==> config.mk <==
export PLATFORM = sky130hd
export DESIGN_NAME = mem_tile
export DESIGN_NICKNAME = d
export VERILOG_FILES = /design/src/rtl/tile_pkg.sv /design/src/rtl/tile_pixel_gen.sv /design/src/rtl/mem_tile.sv
export SDC_FILE = /design/constraint.sdc
export NUM_CORES = 1
export LEC_CHECK = 0
export ABC_CLOCK_PERIOD_IN_PS = 1400
export CORE_UTILIZATION = 25
export DETAILED_ROUTE_END_ITERATION = 16
export PLACE_DENSITY = 0.54
export SLEW_MARGIN = 10
export SYNTH_ARGS = -nofsm -noshare
export SYNTH_HDL_FRONTEND = slang
export SYNTH_SLANG_ARGS = --single-unit
==> constraint.sdc <==
create_clock -name clk -period 1.4 [get_ports clk]
set_clock_uncertainty 0.1 [all_clocks]
set_input_delay 0.21 -clock clk [delete_from_list [all_inputs] [get_ports clk]]
set_output_delay 0.21 -clock clk [all_outputs]
set_load 0.005 [all_outputs]
==> src/rtl/tile_pkg.sv <==
// Shared definitions for the procedural tile ROM.
// Contents:
//   tile_type_e   : 3-bit tile type codes carried in addr[12:10]
//   COL_*         : 24-bit {B,G,R} colour constants used by the pattern generator
//   TILE_ADDR_W   : the only supported address width
package tile_pkg;

    typedef enum logic [2:0] {
        BRICK = 3'b000,
        WALL  = 3'b001,
        TREE  = 3'b010,
        WATER = 3'b011,
        AIR   = 3'b111
    } tile_type_e;

    localparam int unsigned TILE_ADDR_W = 13;

    // {blue, green, red}, 8 bits per channel
    localparam logic [23:0] COL_BRICK_MORTAR = 24'h9C9C9C;
    localparam logic [23:0] COL_BRICK_FACE   = 24'h1040B0;
    localparam logic [23:0] COL_WALL_EDGE    = 24'h606060;
    localparam logic [23:0] COL_WALL_HILITE  = 24'hFFFFFF;
    localparam logic [23:0] COL_WALL_FACE    = 24'hBCBCBC;
    localparam logic [23:0] COL_TREE_LIGHT   = 24'h00A000;
    localparam logic [23:0] COL_TREE_DARK    = 24'h006000;
    localparam logic [23:0] COL_WATER_FOAM   = 24'hFFC0C0;
    localparam logic [23:0] COL_WATER_DEEP   = 24'hE04000;
    localparam logic [23:0] COL_BLACK        = 24'h000000;

endpackage

==> src/rtl/tile_pixel_gen.sv <==
// Combinational pattern generator for the 8 tile types (32x32 pixels each).
// Ports:
//   addr_i   : {tile_type[12:10], y[9:5], x[4:0]}
//   colour_o : 24-bit {B,G,R} pixel colour
module tile_pixel_gen
    import tile_pkg::*;
(
    input  logic [12:0] addr_i,
    output logic [23:0] colour_o
);

    tile_type_e tile;
    logic [4:0] x;
    logic [4:0] y;

    assign tile = tile_type_e'(addr_i[12:10]);
    assign y    = addr_i[9:5];
    assign x    = addr_i[4:0];

    // Every pattern repeats within 16 pixels, so the top bit of x and y is never looked at
    logic unused_xy;
    assign unused_xy = x[4] ^ y[4];

    logic [3:0] mortar_col;
    logic       wall_hilite;

    // Vertical mortar joint shifts by half a brick on alternate 8-pixel courses
    assign mortar_col  = y[3] ? 4'd7 : 4'd15;
    assign wall_hilite = (x[3:0] >= 4'd4) && (x[3:0] <= 4'd11) &&
                         (y[3:0] >= 4'd4) && (y[3:0] <= 4'd11);

    always_comb begin
        colour_o = COL_BLACK;
        case (tile)
            BRICK: begin
                if ((y[2:0] == 3'd7) || (x[3:0] == mortar_col))
                    colour_o = COL_BRICK_MORTAR;
                else
                    colour_o = COL_BRICK_FACE;
            end
            WALL: begin
                if ((x[3:0] == 4'd0) || (y[3:0] == 4'd0))
                    colour_o = COL_WALL_EDGE;
                else if (wall_hilite)
                    colour_o = COL_WALL_HILITE;
                else
                    colour_o = COL_WALL_FACE;
            end
            TREE: begin
                colour_o = (x[2] ^ y[2]) ? COL_TREE_LIGHT : COL_TREE_DARK;
            end
            WATER: begin
                colour_o = ((y[2:0] == 3'd0) && x[1]) ? COL_WATER_FOAM : COL_WATER_DEEP;
            end
            default: colour_o = COL_BLACK;
        endcase
    end

endmodule

==> src/rtl/mem_tile.sv <==
// Read-only procedural tile ROM with a registered output (1-cycle latency).
// Parameters:
//   ADDRESS    : address width, must be 13
//   COLOR_BITS : pixel width, 3*N with N in 1..8; each channel keeps its top N bits
// Ports:
//   clk  : clock, rising edge
//   rst  : synchronous active-high reset, clears dout
//   addr : {tile_type[12:10], y[9:5], x[4:0]}
//   dout : pixel {blue, green, red}, blue in the MSBs
module mem_tile
    import tile_pkg::*;
#(
    parameter int ADDRESS    = 13,
    parameter int COLOR_BITS = 24
) (
    input  logic                  clk,
    input  logic                  rst,
    input  logic [ADDRESS-1:0]    addr,
    output logic [COLOR_BITS-1:0] dout
);

    localparam int CH_BITS = COLOR_BITS / 3;

    if (ADDRESS != TILE_ADDR_W) begin : g_bad_address
        $error("mem_tile: ADDRESS must be 13");
    end
    if ((COLOR_BITS % 3 != 0) || (CH_BITS < 1) || (CH_BITS > 8)) begin : g_bad_color_bits
        $error("mem_tile: COLOR_BITS must be 3*N with N in 1..8");
    end

    logic [23:0]           colour;
    logic [COLOR_BITS-1:0] dout_d;
    logic [COLOR_BITS-1:0] dout_q;

    tile_pixel_gen u_gen (
        .addr_i   (addr[12:0]),
        .colour_o (colour)
    );

    // Low channel bits are dropped when CH_BITS < 8
    logic [23:0] unused_colour;
    assign unused_colour = colour;

    assign dout_d = {colour[23 -: CH_BITS], colour[15 -: CH_BITS], colour[7 -: CH_BITS]};

    always_ff @(posedge clk) begin
        if (rst)
            dout_q <= '0;
        else
            dout_q <= dout_d;
    end

    assign dout = dout_q;

endmodule

# Word-level counts from Yosys, hierarchy flattened
# Cells that the tools add are included.
# Widths: inputs -> output; s select.
dict set report op_classes {
  magnitude_cmp 4
  eq_ne 5
  n_mux 7
  bitwise 1
  n_reduce_logical 10
}
# operator count
set op_table {}
lappend op_table {{$pmux 24 s4} 1}
lappend op_table {{$mux 24} 2}
lappend op_table {{$mux 23} 1}
lappend op_table {{$mux 21} 1}
lappend op_table {{$mux 16} 1}
lappend op_table {{$ge 4x3->1 const B} 2}
lappend op_table {{$le 4x4->1 const B} 2}
lappend op_table {{$logic_not 4->1} 2}
lappend op_table {{$eq 3x2->1 const B} 2}
lappend op_table {{$logic_not 3->1} 2}
lappend op_table {{$eq 4x4->1} 1}
lappend op_table {{$logic_and 1x1->1} 4}
lappend op_table {{$mux 4} 1}
lappend op_table {{$eq 3x1->1 const B} 1}
lappend op_table {{$eq 3x3->1 const B} 1}
lappend op_table {{$logic_or 1x1->1} 2}
lappend op_table {{$xor 1x1->1} 1}
dict set report totals {
  register_bits 24
  input_bits 15
  output_inout_bits 24
  wordCells 28
}

# Logic depth before layout (Yosys ltp)
# Gate-level depths: netlist of run 1.
dict set report logic_depth {
  word_depth 7
  ltp_mapped 5
  ltp_nobuf 5
}

# By module
# From an unflattened synthesis of run 1, not the netlist that was laid out.
dict set report hier_totals {
  hier_cells 102
  hier_area_um2 1027.2
}
# module instances cells_each area_each_um2 seq_area_each_um2
set modules_own_cells {}
lappend modules_own_cells {mem_tile 1 50 693.2 480.5}
lappend modules_own_cells {tile_pixel_gen 1 52 334.1 0.0}

# Worst setup path after synthesis of run 1
# OpenSTA, ideal clock, no wires.
dict set report synth_path {
  path_type {input-to-reg}
  startpoint {input port addr[10]}
  endpoint {register dout_q[14], in the netlist dout[14]}
  setup_ps 103
  arrival_ps 1071
  t_required_ps 1197
  slack_ps 126
  stages 5
  path_buffers 1
  cell_sequence {buf_6 -> a31o_1 -> a41oi_2 -> nor2_2 -> a2111oi_2}
}
dict set report synth_via {
  elab_chain_cells 2
  word_cells_on_any_way 5
  cone_classes {eq/ne: 3; mux: 1; reduce/logical: 1}
}
# element line_no
set synth_rtl {}
lappend synth_rtl {{from (decl)} mem_tile.sv:18} ;# input logic [ADDRESS-1:0] addr,
lappend synth_rtl {{$eq 3x2->1 (tied with other cells)} tile_pixel_gen.sv:34} ;# case (tile)
lappend synth_rtl {{$pmux 24 s4 (*)} tile_pixel_gen.sv:34}
lappend synth_rtl {{to (signal assigned)} mem_tile.sv:50} ;# dout_q <= dout_d;
lappend synth_rtl {{to (decl)} mem_tile.sv:33} ;# logic [COLOR_BITS-1:0] dout_q;
# Mark *: on every way between the ends. The rest lies on a longest branch, timed or not.
# A chain may end at the register's enable or synchronous reset.

# Worst setup path in the final report of run 1
dict set report layout_path {
  startpoint {input port addr[11]}
  endpoint {register dout_q[15], in the netlist dout[15]}
}
# The elaborated chain is that of the path after synthesis.

==> results of run 1 <==
[power by group]
| group | switching [µW] | leakage, µW | internal [µW] |
|---|---|---|---|
| registers | 3.61 | 0.000115 | 414 |
| logic | 73.4 | 0.000617 | 110 |
| clock network | 108 | 0.0000138 | 99.5 |
[cell usage after synthesis, types with 2 or more instances]
library cell	count	area share (%)
nor2_1	5	3.0
xor2_1	2	2.8
inv_1	4	2.4
and2_1	2	2.0
xnor2_1	2	2.8
nand2_1	5	3.0
nand2b_1	2	2.0
buf_4	10	12
nor3_1	3	2.4
o21ai_1	2	1.6
dfxtp_1	14	44
[area by class of cell]
class | count | area, µm²
fill | 246 | 1159
timing repair buffer | 55 | 509.2
sequential | 14 | 282.8
multi-input combinational | 37 | 274.0
tap | 28 | 35.03
clock buffer | 3 | 22.52
inverter | 4 | 15.01
[routing by layer]
metal	up-vias	part of all wire [%]
li1	306	-
met1	263	39
met2	32	51
met3	4	7.5
met4	0	2.4
met5	-	0
[worst max-delay path: cells and delay by family]
kind,cells,cell delay (ps)
AND/OR/NAND/NOR,2,500
buffers and inverters,1,430
AO/OA/AOI/OAI,1,320
[cells by family (layout without fill, tap and decap cells)]
| group | Yosys count | after routing | share of synthesized area, % |
|---|---|---|---|
| AOI/OAI and AO/OA | 10 | 10 | 13.98 |
| xor gates and xnor gates | 4 | 4 | 5.513 |
| adders and majority gates | 1 | 1 | 1.968 |
| buffers and inverters | 17 | 62 | 17.32 |
| DFF | 14 | 14 | 44.09 |
| and+or+nand+nor | 22 | 22 | 17.13 |
[worst max path at each step]
stage                              from             endpoint  slack [ps]  depth (start not counted)
global placement                addr[7]  dout[14]$_SDFF_PP0_        -470                          5
floorplan                      addr[10]  dout[14]$_SDFF_PP0_         130                          5
finish                         addr[11]  dout[15]$_SDFF_PP0_          60                          4
detailed placement              addr[7]  dout[14]$_SDFF_PP0_        -490                          5
CTS                 dout[12]$_SDFF_PP0_             dout[12]           2                          1
global route                    addr[7]  dout[14]$_SDFF_PP0_           6                          5
[layout by cell type, fill, tap and decap left out]
master / n
o21ai_1: 2
nor2_1: 5
clkdlybuf4s50_1: 2
xor2_1: 2
nor2_2: 1
ha_4: 1
and2_1: 1
nand4_1: 1
clkbuf_4: 3
buf_4: 19
nand2b_1: 2
nand2_1: 5
o31ai_1: 1
a41oi_2: 1
dlymetal6s2s_1: 13
o31a_1: 1
dfxtp_2: 2
dfxtp_1: 12
nor3_1: 2
a31o_1: 1
nand3_1: 1
a211o_1: 1
a2111oi_2: 1
inv_2: 1
xnor2_1: 2
inv_1: 3
a22o_1: 1
or3_4: 1
nor3b_1: 1
dlygate4sd2_1: 21
and2_4: 1
nor3_2: 1
a21oi_2: 1
[per-stage QoR]
stage                     cell area (µm²)  setup slack (ps)  setup TNS (ps)  std cells  hold slack, ps
final                                1139             61.81               0        141           96.66
after global routing                 1139             5.909               0        141           143.4
after CTS                            1101             1.632               0        141           388.1
after detailed placement             1026            -491.4           -4182        131           750.4
after global placement               1026            -471.7           -3931        131           741.6
after floorplan                     635.6             125.5               0         68           178.9
[repair_timing]
item | in CTS | in global routing
setup endpoints to repair | 26 | 19
setup buffers | 7 | 0
gates resized for setup | 28 | 14
pin swaps | 6 | 4
==> results.cfg, run 1 <==
[place]
gp_congestion = 0.7024
dp_hpwl_um = 1050
port_buffers = 36

[die]
core_um2 = 2297
die_w_um = 52.42
chipHeight_um = 52.42
io_pins = 39
row_count = 17
dieArea_um2 = 2748
start_util_pct = 27.67

[cells_and_area]
area_growth_pct = 79.13
diodes = 0
largest_register_ffs = 14
finish.net_count = 131
drive_gt1_share_pct = 29.20
post-route-util_pct = 49.56

[power]
peakVddDrop_v = 0.0003430
p_total_uw = 809.0
power.density_nw_per_um2 = 710.5
cellLeakagePower_uw = 0.0007462

[synth]
avgSynthCellArea_um2 = 9.347
ys_warn_count = 0
synth_cell_types = 28
ys_seq_area_share_pct = 44.09
syn_nets = 84
ys.flop_type = dfxtp_1
syn_inst = 68
netlist_area_um2 = 635.6
synthArstFlopShare_pct = 0
synth_edf_count = 0
ys_ff_latch = 14

[timing]
period_needed_ps = 1338
relSlewSlack_pct = 76.31
rsz0062_at_grt = no
hold_viol = 0
worstMarginPinSlew_ps = 354.6
fin_crit_sh_pct = 95.59
fmax_mhz = 747.3
slew_viol_final = 0
setup_violations = 0

[routing]
via_per_inst = 4.291
dr.first_iter.drc_count = 3
drc = 0
dr.pass1.iters = 3
vias = 605
drtAntennaViolNets = 0
routed_wl_um = 1395
post_drt_wl_per_cell_um = 9.894

[worst_setup_path]
end_kind = flop
arrival_ps = 1450
cp-start-kind = input port
critPathMaxStageDelay_ps = 430
critical_path_class = in -> reg
cp.required_ps = 1510
critPathSlowestCell = clkdlybuf4s50_1
path_cells = clkdlybuf4s50_1, or3_4, a211o_1, nand3_1
crit_fanout = 4

[global_routing]
use_met3_pct = 0.8696
grt_pass1_wl_um = 2297
met1_usage_pct = 13.33
antenna_found_initial = 0
track_usage_pct = 11.39
use_met2_pct = 19.41
overflow = 0
grt-busiest-layer = met2
grt_pass1_vias = 568
grt_max_degree = 8

[run]
cap_violations = 0

[min_path]
min-delay-start = addr[12]
hold_path_class = in -> reg
hold_end = dout[13]$_SDFF_PP0_
holdPathStages = 2

[clock_tree]
htreeDepth = 1
cts_buffers = 3
cts_tree = done
clk_pin_slew_ps = 70
clk_path_buf_depth = 2
clock-sinks = 14
cts-root-buf = clkbuf_4
ctsHoldBuffers = 0

[outcome]
status = complete, no violations
No activity file was read; power rests on OpenSTA's default activity.
==> run 2, diff against run 1 <==
--- a/config.mk
+++ b/config.mk
@@ -5,6 +5,7 @@
 export SDC_FILE = /design/constraint.sdc
 export NUM_CORES = 1
 export LEC_CHECK = 0
+export ABC_AREA = 0
 export ABC_CLOCK_PERIOD_IN_PS = 1400
 export CORE_UTILIZATION = 25
 export DETAILED_ROUTE_END_ITERATION = 16
==> results of run 2 <==
No change in the layout: final DEF, timing and power equal those of run 1.
==> run 3, diff against run 2 <==
--- a/config.mk
+++ b/config.mk
@@ -9,6 +9,7 @@
 export ABC_CLOCK_PERIOD_IN_PS = 1400
 export CORE_UTILIZATION = 25
 export DETAILED_ROUTE_END_ITERATION = 16
+export GPL_TIMING_DRIVEN = 0
 export PLACE_DENSITY = 0.54
 export SLEW_MARGIN = 10
 export SYNTH_ARGS = -nofsm -noshare
==> results.cfg, run 3 (synthesized netlist as in run 1, its figures left out) <==
[power]
peakVddDrop_v = 0.0002818
switchingPower_uw = 173.0
cellLeakagePower_uw = 0.0007129
internal_power_uw = 612.8
p_sw_share_pct = 22.02
p_seq_share_pct = 53.3
power.density_nw_per_um2 = 708.1
pwr-share-clk_pct = 25.6
comb_power_share_pct = 21.1

[clock_tree]
clock-sinks = 14
cts-root-buf = clkbuf_4
clk_pin_slew_ps = 70
htreeDepth = 1
clk_path_buf_depth = 2
cts_buffers = 3
cts_tree = done

[cells_and_area]
stdcell_count = 136
final_cell_mix = buf_4 (17), dlymetal6s2s_1 (13), dlygate4sd2_1 (11), dfxtp_1 (9)
ff_latch_area_um2 = 286.5
multi_input_area_um2 = 267.8
post-route-util_pct = 48.31
largest_register_ffs = 14
diodes = 0
area_growth_pct = 74.61
finish.net_count = 126
design_area_um2 = 1110
layout.cells.most_common = buf_4
nFillCells = 235
drive_gt1_share_pct = 33.33

[die]
io_pins = 39
core_um2 = 2297
die_w_um = 52.42
row_count = 17
start_util_pct = 27.67
dieArea_um2 = 2748
chipHeight_um = 52.42

[worst_setup_path]
path_cells = clkdlybuf4s50_1
critPathMaxStageDelay_ps = 490
critPathSlowestCell = clkdlybuf4s50_1
cp-start-kind = flop
cp.required_ps = 1090
crit_fanout = 1
critical_path_class = reg -> out
cp_top_family = buffers and inverters
end_kind = output pin
arrival_ps = 1060
critical_path_buf_inv_count = 1

[timing]
slew_viol_final = 0
worstMarginPinSlew_ps = 319.7
setup-tns-final_ps = 0
rsz0062_at_grt = no
period_needed_ps = 1375
relSlewSlack_pct = 78.64
fmax_mhz = 727.4
fin_crit_sh_pct = 98.20
setup_violations = 0
hold_viol = 0

[routing]
met2_length_um = 551
vias = 565
dr.pass1.iters = 4
routed_wl_um = 1252
drtAntennaViolNets = 0
dr_wl_met3_um = 121
wl_met1_um = 535
drc = 0
top_layer = met4
dr.first_iter.drc_count = 5
post_drt_wl_per_cell_um = 9.206
via_per_inst = 4.154

[global_routing]
overflow = 0
antenna_found_initial = 0
grt_pass1_vias = 474
track_usage_pct = 9.753
grt_max_degree = 9
grt_pass1_wl_um = 1911

[place]
port_buffers = 34
dp_hpwl_um = 984.2
place_inst = 130
gp_congestion = 0.7136
placed_area_um2 = 1011

[run]
cap_violations = 0

[min_path]
hold_path_class = in -> reg

[outcome]
status = complete, no violations
-- run 3: cell count changes in the layout (fill, tap and decap cells not counted), moves of 2 or more --
cell / change
dlygate4sd2_1: -10
buf_4: -2
clkdlybuf4s50_1: +3
dfxtp_2: +3
dfxtp_1: -3
-- run 3: final timing paths --
| kind | slack, ps | endpoint | cells past startpoint | from |
|---|---|---|---|---|
| worst max-delay path | 30 | dout[6] | 1 | dout[6]$_SDFF_PP0_ |
| worst min-delay path | 60 | dout[4]$_SDFF_PP0_ | 2 | addr[10] |
-- run 3: area by class of cell --
| type | count | share of cell area (%) |
|---|---|---|
| inverter | 4 | 1.353 |
| timing repair buffer | 38 | 35.29 |
| sequential | 14 | 25.82 |
| multi-input combinational | 37 | 24.13 |
| buffer | 12 | 8.230 |
| clock buffer | 3 | 2.029 |
| tap | 28 | 3.157 |
-- run 3: timing repair --
action / 4_1_cts / 5_1_grt
setup endpoints to repair: 24 / 16
hold buffers: 0 / 0
pin swaps: 5 / 5
buffers inserted: 4 / 0
resized for setup: 28 / 17
-- run 3: per-layer routing --
| metal | vias up | GRT usage, % |
|---|---|---|
| met4 | 0 | 7.895 |
| li1 | 296 | - |
| met5 | - | 0 |
| met2 | 35 | 14.77 |
| met3 | 5 | 2.609 |
| met1 | 229 | 11.36 |
-- run 3: through the flow --
stage,power [µW],setup slack (ps),hold WS [ps]
final,785.8,25.22,62.31
after global routing,832.0,0.1290,56.83
after CTS,799.4,-44.16,60.60
after detailed placement,592.5,-488.3,345.6
after global placement,592.2,-503.2,345.7
after floorplan,501.0,125.5,178.9
-- run 3: power by group through the flow --
stage	sequential, µW	clock (µW)	combinational, µW
floorplan	431	0	70.3
global placement	428	0	164
detailed placement	429	0	164
CTS	420	211	169
global route	421	231	181
finish	419	201	166
